File: config.mk
export PLATFORM = sky130hd
export DESIGN_NAME = fetch_queue_unit_flat
export DESIGN_NICKNAME = d
export VERILOG_FILES = /design/src/rtl/fetch_queue_unit_if.sv /design/src/rtl/fetch_queue_unit.sv /design/src/flat_wrapper.sv
export SDC_FILE = /design/constraint.sdc
export NUM_CORES = 1
export LEC_CHECK = 0
export BUFFER_PORTS_ARGS = -buffer_cell sky130_fd_sc_hd__buf_4
export CORE_AREA = 2 2 204 206
export CTS_CLUSTER_DIAMETER = 120
export DETAILED_ROUTE_END_ITERATION = 6
export DIE_AREA = 0 0 206 208
export PLACE_DENSITY_LB_ADDON = 0.15
export RECOVER_POWER = 50
export SETUP_SLACK_MARGIN = 0.5
export SLEW_MARGIN = 20
export SYNTH_ARGS = -nofsm -noshare
export SYNTH_HDL_FRONTEND = slang
export SYNTH_SLANG_ARGS = --single-unit
File: constraint.sdc
create_clock -name clk -period 2.6 [get_ports clk]
set_clock_uncertainty 0.2 [all_clocks]
set_input_delay 0.78 -clock clk [delete_from_list [all_inputs] [get_ports clk]]
set_output_delay 0.78 -clock clk [all_outputs]
set_load 0.005 [all_outputs]
File: src/rtl/fetch_queue_unit_if.sv
// -----------------------------------------------------------------------------
// fetch_queue_unit_if
// Bundles the instruction-memory, redirect and decode-side handshake signals of
// the fetch stage.
//   master : fetch stage side (drives imem_req/imem_addr and the inst_* outputs)
//   slave  : environment side (instruction memory, redirect source, decode)
// Signals:
//   imem_req, imem_addr    fetch request and address
//   imem_rdata             instruction returned one cycle after a request
//   redirect_valid/pc      taken branch/jump, flush and refetch from pc
//   inst_valid/ready       decode handshake for the queue head
//   inst_data, inst_pc     instruction and PC at the queue head
// -----------------------------------------------------------------------------
interface fetch_queue_unit_if #(
  parameter int unsigned XLEN = 32
);
  logic            imem_req;
  logic [XLEN-1:0] imem_addr;
  logic [XLEN-1:0] imem_rdata;
  logic            redirect_valid;
  logic [XLEN-1:0] redirect_pc;
  logic            inst_valid;
  logic            inst_ready;
  logic [XLEN-1:0] inst_data;
  logic [XLEN-1:0] inst_pc;

  modport master (
    output imem_req,
    output imem_addr,
    input  imem_rdata,
    input  redirect_valid,
    input  redirect_pc,
    output inst_valid,
    input  inst_ready,
    output inst_data,
    output inst_pc
  );

  modport slave (
    input  imem_req,
    input  imem_addr,
    output imem_rdata,
    output redirect_valid,
    output redirect_pc,
    input  inst_valid,
    output inst_ready,
    input  inst_data,
    input  inst_pc
  );
endinterface

File: src/rtl/fetch_queue_unit.sv
// -----------------------------------------------------------------------------
// fetch_queue_unit
// Instruction-fetch stage: generates sequential fetch PCs, issues requests to a
// synchronous-read instruction memory (fixed 1-cycle latency), buffers the
// returned instructions with their PCs in a DEPTH-entry FIFO and hands them to
// decode over valid/ready. A redirect flushes queued and in-flight fetches.
// Ports:
//   clk    clock, rising edge
//   rst_n  asynchronous active-low reset
//   bus    fetch_queue_unit_if.master (imem, redirect and decode signals)
// -----------------------------------------------------------------------------
module fetch_queue_unit #(
  parameter int unsigned     XLEN     = 32,
  parameter int unsigned     DEPTH    = 4,
  parameter logic [XLEN-1:0] PC_RESET = {XLEN{1'b0}},
  parameter logic [XLEN-1:0] PC_STEP  = XLEN'(32'd4)
) (
  input  logic               clk,
  input  logic               rst_n,
  fetch_queue_unit_if.master bus
);

  localparam int unsigned     AW         = (DEPTH > 1) ? $clog2(DEPTH) : 1;
  localparam int unsigned     CW         = $clog2(DEPTH + 1);
  localparam logic [CW-1:0]   DEPTH_C    = CW'(DEPTH);
  localparam logic [XLEN-1:0] ALIGN_MASK = ~(XLEN'(2'b11));

  typedef enum logic [1:0] {
    ST_BOOT  = 2'b00,
    ST_RUN   = 2'b01,
    ST_FLUSH = 2'b10
  } state_e;

  state_e          state_q, state_d;
  logic [XLEN-1:0] fetch_pc_q, fetch_pc_d;
  logic            inflight_q, inflight_d;
  logic            inflight_epoch_q, inflight_epoch_d;
  logic [XLEN-1:0] inflight_pc_q, inflight_pc_d;
  logic            epoch_q, epoch_d;
  logic [AW-1:0]   head_q, head_d;
  logic [AW-1:0]   tail_q, tail_d;
  logic [CW-1:0]   count_q, count_d;
  logic [XLEN-1:0] mem_pc_q   [DEPTH];
  logic [XLEN-1:0] mem_data_q [DEPTH];

  logic            active_s;
  logic            redirect_s;
  logic [CW-1:0]   occupancy_s;
  logic            issue_s;
  logic            push_s;
  logic            inst_valid_s;
  logic            pop_s;

  // Requests and redirects are only honoured once the boot cycle is over.
  assign active_s    = (state_q == ST_RUN) || (state_q == ST_FLUSH);
  assign redirect_s  = bus.redirect_valid && active_s;
  // Slots already claimed: queued entries plus the response still on its way.
  assign occupancy_s = count_q + {{(CW-1){1'b0}}, inflight_q};
  assign issue_s     = active_s && !bus.redirect_valid && (occupancy_s < DEPTH_C);
  // A response belongs to the current stream only if its epoch tag matches.
  assign push_s      = inflight_q && (inflight_epoch_q == epoch_q) && !redirect_s;
  assign inst_valid_s = (count_q != {CW{1'b0}}) && !bus.redirect_valid;
  assign pop_s       = inst_valid_s && bus.inst_ready && !redirect_s;

  assign bus.imem_req   = issue_s;
  assign bus.imem_addr  = fetch_pc_q;
  assign bus.inst_valid = inst_valid_s;
  assign bus.inst_data  = mem_data_q[head_q];
  assign bus.inst_pc    = mem_pc_q[head_q];

  // FSM next-state: one boot cycle, then RUN with a one-cycle FLUSH per redirect.
  always_comb begin
    state_d = state_q;
    case (state_q)
      ST_BOOT: begin
        state_d = ST_RUN;
      end
      ST_RUN: begin
        if (redirect_s) begin
          state_d = ST_FLUSH;
        end else begin
          state_d = ST_RUN;
        end
      end
      ST_FLUSH: begin
        if (redirect_s) begin
          state_d = ST_FLUSH;
        end else begin
          state_d = ST_RUN;
        end
      end
      default: begin
        state_d = ST_BOOT;
      end
    endcase
  end

  // Datapath next-state: fetch PC, in-flight tracking, epoch and FIFO pointers.
  always_comb begin
    fetch_pc_d       = fetch_pc_q;
    inflight_d       = 1'b0;
    inflight_epoch_d = inflight_epoch_q;
    inflight_pc_d    = inflight_pc_q;
    epoch_d          = epoch_q;
    head_d           = head_q;
    tail_d           = tail_q;
    count_d          = count_q;
    if (redirect_s) begin
      // Keep head in place so inst_data/inst_pc hold while the queue is empty.
      fetch_pc_d = bus.redirect_pc & ALIGN_MASK;
      epoch_d    = ~epoch_q;
      tail_d     = head_q;
      count_d    = {CW{1'b0}};
    end else begin
      if (issue_s) begin
        fetch_pc_d       = fetch_pc_q + PC_STEP;
        inflight_d       = 1'b1;
        inflight_epoch_d = epoch_q;
        inflight_pc_d    = fetch_pc_q;
      end else begin
        inflight_d = 1'b0;
      end
      if (push_s) begin
        tail_d = tail_q + AW'(1'b1);
      end else begin
        tail_d = tail_q;
      end
      if (pop_s) begin
        head_d = head_q + AW'(1'b1);
      end else begin
        head_d = head_q;
      end
      case ({push_s, pop_s})
        2'b10:   count_d = count_q + CW'(1'b1);
        2'b01:   count_d = count_q - CW'(1'b1);
        default: count_d = count_q;
      endcase
    end
  end

  // Control state registers.
  always_ff @(posedge clk or negedge rst_n) begin
    if (!rst_n) begin
      state_q          <= ST_BOOT;
      fetch_pc_q       <= PC_RESET;
      inflight_q       <= 1'b0;
      inflight_epoch_q <= 1'b0;
      inflight_pc_q    <= {XLEN{1'b0}};
      epoch_q          <= 1'b0;
      head_q           <= {AW{1'b0}};
      tail_q           <= {AW{1'b0}};
      count_q          <= {CW{1'b0}};
    end else begin
      state_q          <= state_d;
      fetch_pc_q       <= fetch_pc_d;
      inflight_q       <= inflight_d;
      inflight_epoch_q <= inflight_epoch_d;
      inflight_pc_q    <= inflight_pc_d;
      epoch_q          <= epoch_d;
      head_q           <= head_d;
      tail_q           <= tail_d;
      count_q          <= count_d;
    end
  end

  // Queue storage; cleared on reset so the head outputs read zero.
  always_ff @(posedge clk or negedge rst_n) begin
    if (!rst_n) begin
      for (int i = 0; i < int'(DEPTH); i++) begin
        mem_pc_q[i]   <= {XLEN{1'b0}};
        mem_data_q[i] <= {XLEN{1'b0}};
      end
    end else if (push_s) begin
      mem_pc_q[tail_q]   <= inflight_pc_q;
      mem_data_q[tail_q] <= bus.imem_rdata;
    end
  end

endmodule
File: src/flat_wrapper.sv
// flat-port wrapper written by rule: the top's interface ports become plain ports
module fetch_queue_unit_flat 
#(
  parameter int unsigned     XLEN     = 32,
  parameter int unsigned     DEPTH    = 4,
  parameter logic [XLEN-1:0] PC_RESET = {XLEN{1'b0}},
  parameter logic [XLEN-1:0] PC_STEP  = XLEN'(32'd4)
)
  (clk, rst_n, bus_imem_req, bus_imem_addr, bus_imem_rdata, bus_redirect_valid, bus_redirect_pc, bus_inst_valid, bus_inst_ready, bus_inst_data, bus_inst_pc);
  fetch_queue_unit_if #(.XLEN(XLEN)) bus_i ();
  input  logic clk;
  input  logic rst_n;
  output wire logic [$bits(bus_i.imem_req)-1:0] bus_imem_req;
  output wire logic [$bits(bus_i.imem_addr)-1:0] bus_imem_addr;
  input wire logic [$bits(bus_i.imem_rdata)-1:0] bus_imem_rdata;
  input wire logic [$bits(bus_i.redirect_valid)-1:0] bus_redirect_valid;
  input wire logic [$bits(bus_i.redirect_pc)-1:0] bus_redirect_pc;
  output wire logic [$bits(bus_i.inst_valid)-1:0] bus_inst_valid;
  input wire logic [$bits(bus_i.inst_ready)-1:0] bus_inst_ready;
  output wire logic [$bits(bus_i.inst_data)-1:0] bus_inst_data;
  output wire logic [$bits(bus_i.inst_pc)-1:0] bus_inst_pc;
  assign bus_imem_req = bus_i.imem_req;
  assign bus_imem_addr = bus_i.imem_addr;
  assign bus_i.imem_rdata = bus_imem_rdata;
  assign bus_i.redirect_valid = bus_redirect_valid;
  assign bus_i.redirect_pc = bus_redirect_pc;
  assign bus_inst_valid = bus_i.inst_valid;
  assign bus_i.inst_ready = bus_inst_ready;
  assign bus_inst_data = bus_i.inst_data;
  assign bus_inst_pc = bus_i.inst_pc;
  fetch_queue_unit #(.XLEN(XLEN), .DEPTH(DEPTH), .PC_RESET(PC_RESET), .PC_STEP(PC_STEP)) u_core (.clk(clk), .rst_n(rst_n), .bus(bus_i));
endmodule
==> impl_results.md <==
- Outcome: complete, but fails checks
- Failing checks: capacitance limit, slew limit, setup timing
- Die width: 206 um
- Setup Crit Path Kind: reg2out
- Peak supply drop: 691.5 uV
- RSZ-0062 raised after global routing: yes
- Die ar.: around 43000 sq um
- Initial Util: 34.76%
- Reg area: about 8000 sq um
- Clock Latency Late Sink: 0.57 ns
- Worst path required time: about 1.6 ns
- Class of the worst hold path: in2reg
- Final Cell Area: roughly 20000 sq um
- Drt pass-1 iters: 5
- Post-Place Worst Slack: 0.06143 ns
- Final period util: 114.7%
- Initial antenna violation count: 0
- Total power: ~27 mW
- CP Buf/Inv Count: 2
- Port bufs: between 150 and 200
- Ranking of synthesized cells by area: dfrtp_1 57%, mux2_2 20%, mux4_2 9.9%, nand2_1 3.4%, buf_2 1.2%
- Synth Instances: around 1000
- Yosys cell types: 44
- Worst path slowest cell: mux4_2
- Antenna diode count: 0
- CP cell instances: buf_12 -> mux4_2 -> buf_6
- Pleak: 9.931 nW
- GRT overflow: 0
- Mapped Area: 14100 sq um
- FILL cells: approximately 3500
- Top-level port count: roughly 170
- Detail Placement HPWL: 22040 um
- RR Endpoint: u_core.mem_pc_q[10]
- Global-route usage over all layers: ~19%
- CTS tree: built
- Yosys top cell by area: dfrtp_1
- Worst R2R Path Depth: 11
- CP max stage delay: a little under 0.6 ns
- Fin crit period: 2.983 ns
- First-pass GRT wire length: just over 60000 um
- FF+latch count, synth: 320
- R2R setup slack: -0.19 ns
- Hold worst-path end: u_core.bus.imem_addr[23]
- Inserted Clock Buffers: 38
- Multi-input gate area: 6643 sq um
- Post-DRT Antenna Nets: 0
- Final wirelength: 41940 um
- Worst hold slack: ~0.23 ns
- Max Clk Rate: 335.3 MHz
- CTS sink count: 320
- Power Density: ~1300 nW/um^2
- Max H-tree Level: 2
- Seq/Total Area, Yosys: a little under three fifths
- Post-synth EDFFs: 0
- Worst rel slew slack: -3.955%
- Synth top area share: between 50% and 60%
- Final hold violations: 0
- Hold Crit Start: bus_redirect_pc[23]
- Routability cong.: around 0.75
- CP top delay family: multiplexers
- Critical Path Fanout Max: 12
- Worst slew pin tran: approximately 1.6 ns
- Placed cell area: around 16000 sq um
- 1st-iter DRT viols: approximately 430
- Largest net degree at the start of global routing: 57
- Root Buffer Master: clkbuf_16
- Reg2reg start: u_core.state_q[0]
- Setup violators final: 312
- Net count, final: approximately 1400
- Crit end category: output port
- # DRC: 0
- Worst hold stages: 3
- Via Count: approximately 9500
- Max_cap viols: 1
- Synth Warn #: 0
- CORE AREA: between 40000 and 50000 sq um
- Vias/cell: between 5 and 6
- Area Growth Syn to Fin: 44.15%
- Async SR Flop Fraction: between 90% and 100%
- Die height: 208 um
- Vias in the first global route: about 10000
- CP Data Arrival Time: 2.00 ns
- Startpoint Class: flop
- Wire per inst: 22.61 um
- Fin worst setup slack: -0.3825 ns
- Main synth FF type: dfrtp_1
- Final Max Tran Viols: slightly below 50
- Site row count: 74
- Syn Area/Cell: around 14 sq um
- Clock-pin slew on the worst setup and hold paths: 0.06 ns
- Share of cells above drive strength 1: ~56%
- Clk buf depth: 3
sequential cells by signal (all words and copies together), names as in the netlist, 2 cells and up:
register / cells
u_core.state_q: 2
u_core.head_q: 2
u_core.count_q: 3
u_core.bus.imem_addr: 30
u_core.inflight_pc_q: 30
u_core.mem_pc_q: 120
u_core.tail_q: 2
u_core.mem_data_q: 128
timing repair:
item / CTS / global route
gates cloned: 9 / 23
endpoints found under the hold margin: 42 / 0
pin swaps: 18 / 16
resized for setup: 333 / 47
endpoints found under the setup margin: 224 / 376
hold buffers: 1 / 0
buffers inserted: 69 / 11
where the power goes:
group	switching, mW	internal (mW)
logic	4.91	7.79
registers	1.49	7.25
clock network	2.16	3.14
metal layers:
metal	track usage [%]	wire length (um)	vias to the layer above
li1	-	-	4208
met5	0	0	-
met2	28.62	19790	258
met1	26.64	19150	5020
met3	4.261	2237	51
met4	4.089	767	0
through the flow:
stage	utilization, %	setup TNS, ns	instances
6_report	50.10	-48.79	1855
5_1_grt	50.10	-86.78	1855
4_1_cts	48.43	-23.87	1821
3_5_place_dp	40.44	0	1675
3_3_place_gp	40.44	0	1675
2_1_floorplan	-	0	998
Yosys cell counts (all sizes together), types with 9 or more instances:
cell	count
o21ai	24
nand2	127
mux4	62
nor2	21
mux2	248
dfrtp	320
nand3	22
clkbuf	18
nand4	15
buf	42
inv	9
layout make-up:
class	instances	area share (%)
Multi-Input combinational cell	610	32.69
Inverter	10	0.2340
Clock buffer	49	5.129
Tap cell	532	3.276
Timing Repair Buffer	316	18.17
Clock inverter	18	0.9298
Sequential cell	320	39.58
kinds of logic after synthesis:
kind of cell | count (synthesis) | synth area share [%]
XOR/XNOR | 15 | 0.9320
other | 1 | 0.02660
AO/OA/AOI/OAI | 55 | 2.406
multiplexers | 312 | 29.86
flip-flops | 320 | 56.81
buffers and inverters | 70 | 2.281
adder cells (fa/ha/maj) | 9 | 0.8522
AND/OR/NAND/NOR | 213 | 6.835
tightest hold or removal path: cells and delay by family:
kind	cells	cell delay, ns
and+or+nand+nor	1	0.04
buffers and inverters	1	0.08
AOI/OAI and AO/OA	1	0.06
how the worst max path moves through the flow:
stage	startpoint	endpoint	slack [ns]	cells after the start
2_1_floorplan	bus_redirect_valid	u_core.count_q[2]	0.25	9
3_3_place_gp	bus_redirect_valid	bus_imem_req	0.06	5
3_5_place_dp	bus_redirect_valid	u_core.bus.imem_addr[30]	0.06	8
4_1_cts	u_core.head_q[0]	bus_inst_pc[16]	-0.43	3
5_1_grt	u_core.head_q[0]	bus_inst_pc[13]	-0.45	3
6_report	u_core.head_q[0]	bus_inst_pc[13]	-0.38	3
placed cells by master, fill, tap and decap left out, types with 13 or more instances in the layout:
cell         n
mux2_4     161
nand3_1     18
mux2_2      87
buf_4      138
dfrtp_2     21
buf_6      109
buf_12      22
nand2_1    120
nand4_1     13
dfrtp_1    297
buf_16      15
mux4_2      62
nor2_1      18
clkbuf_16   55
o21ai_0     16
Note: power is estimated with default switching activity, not from simulation.
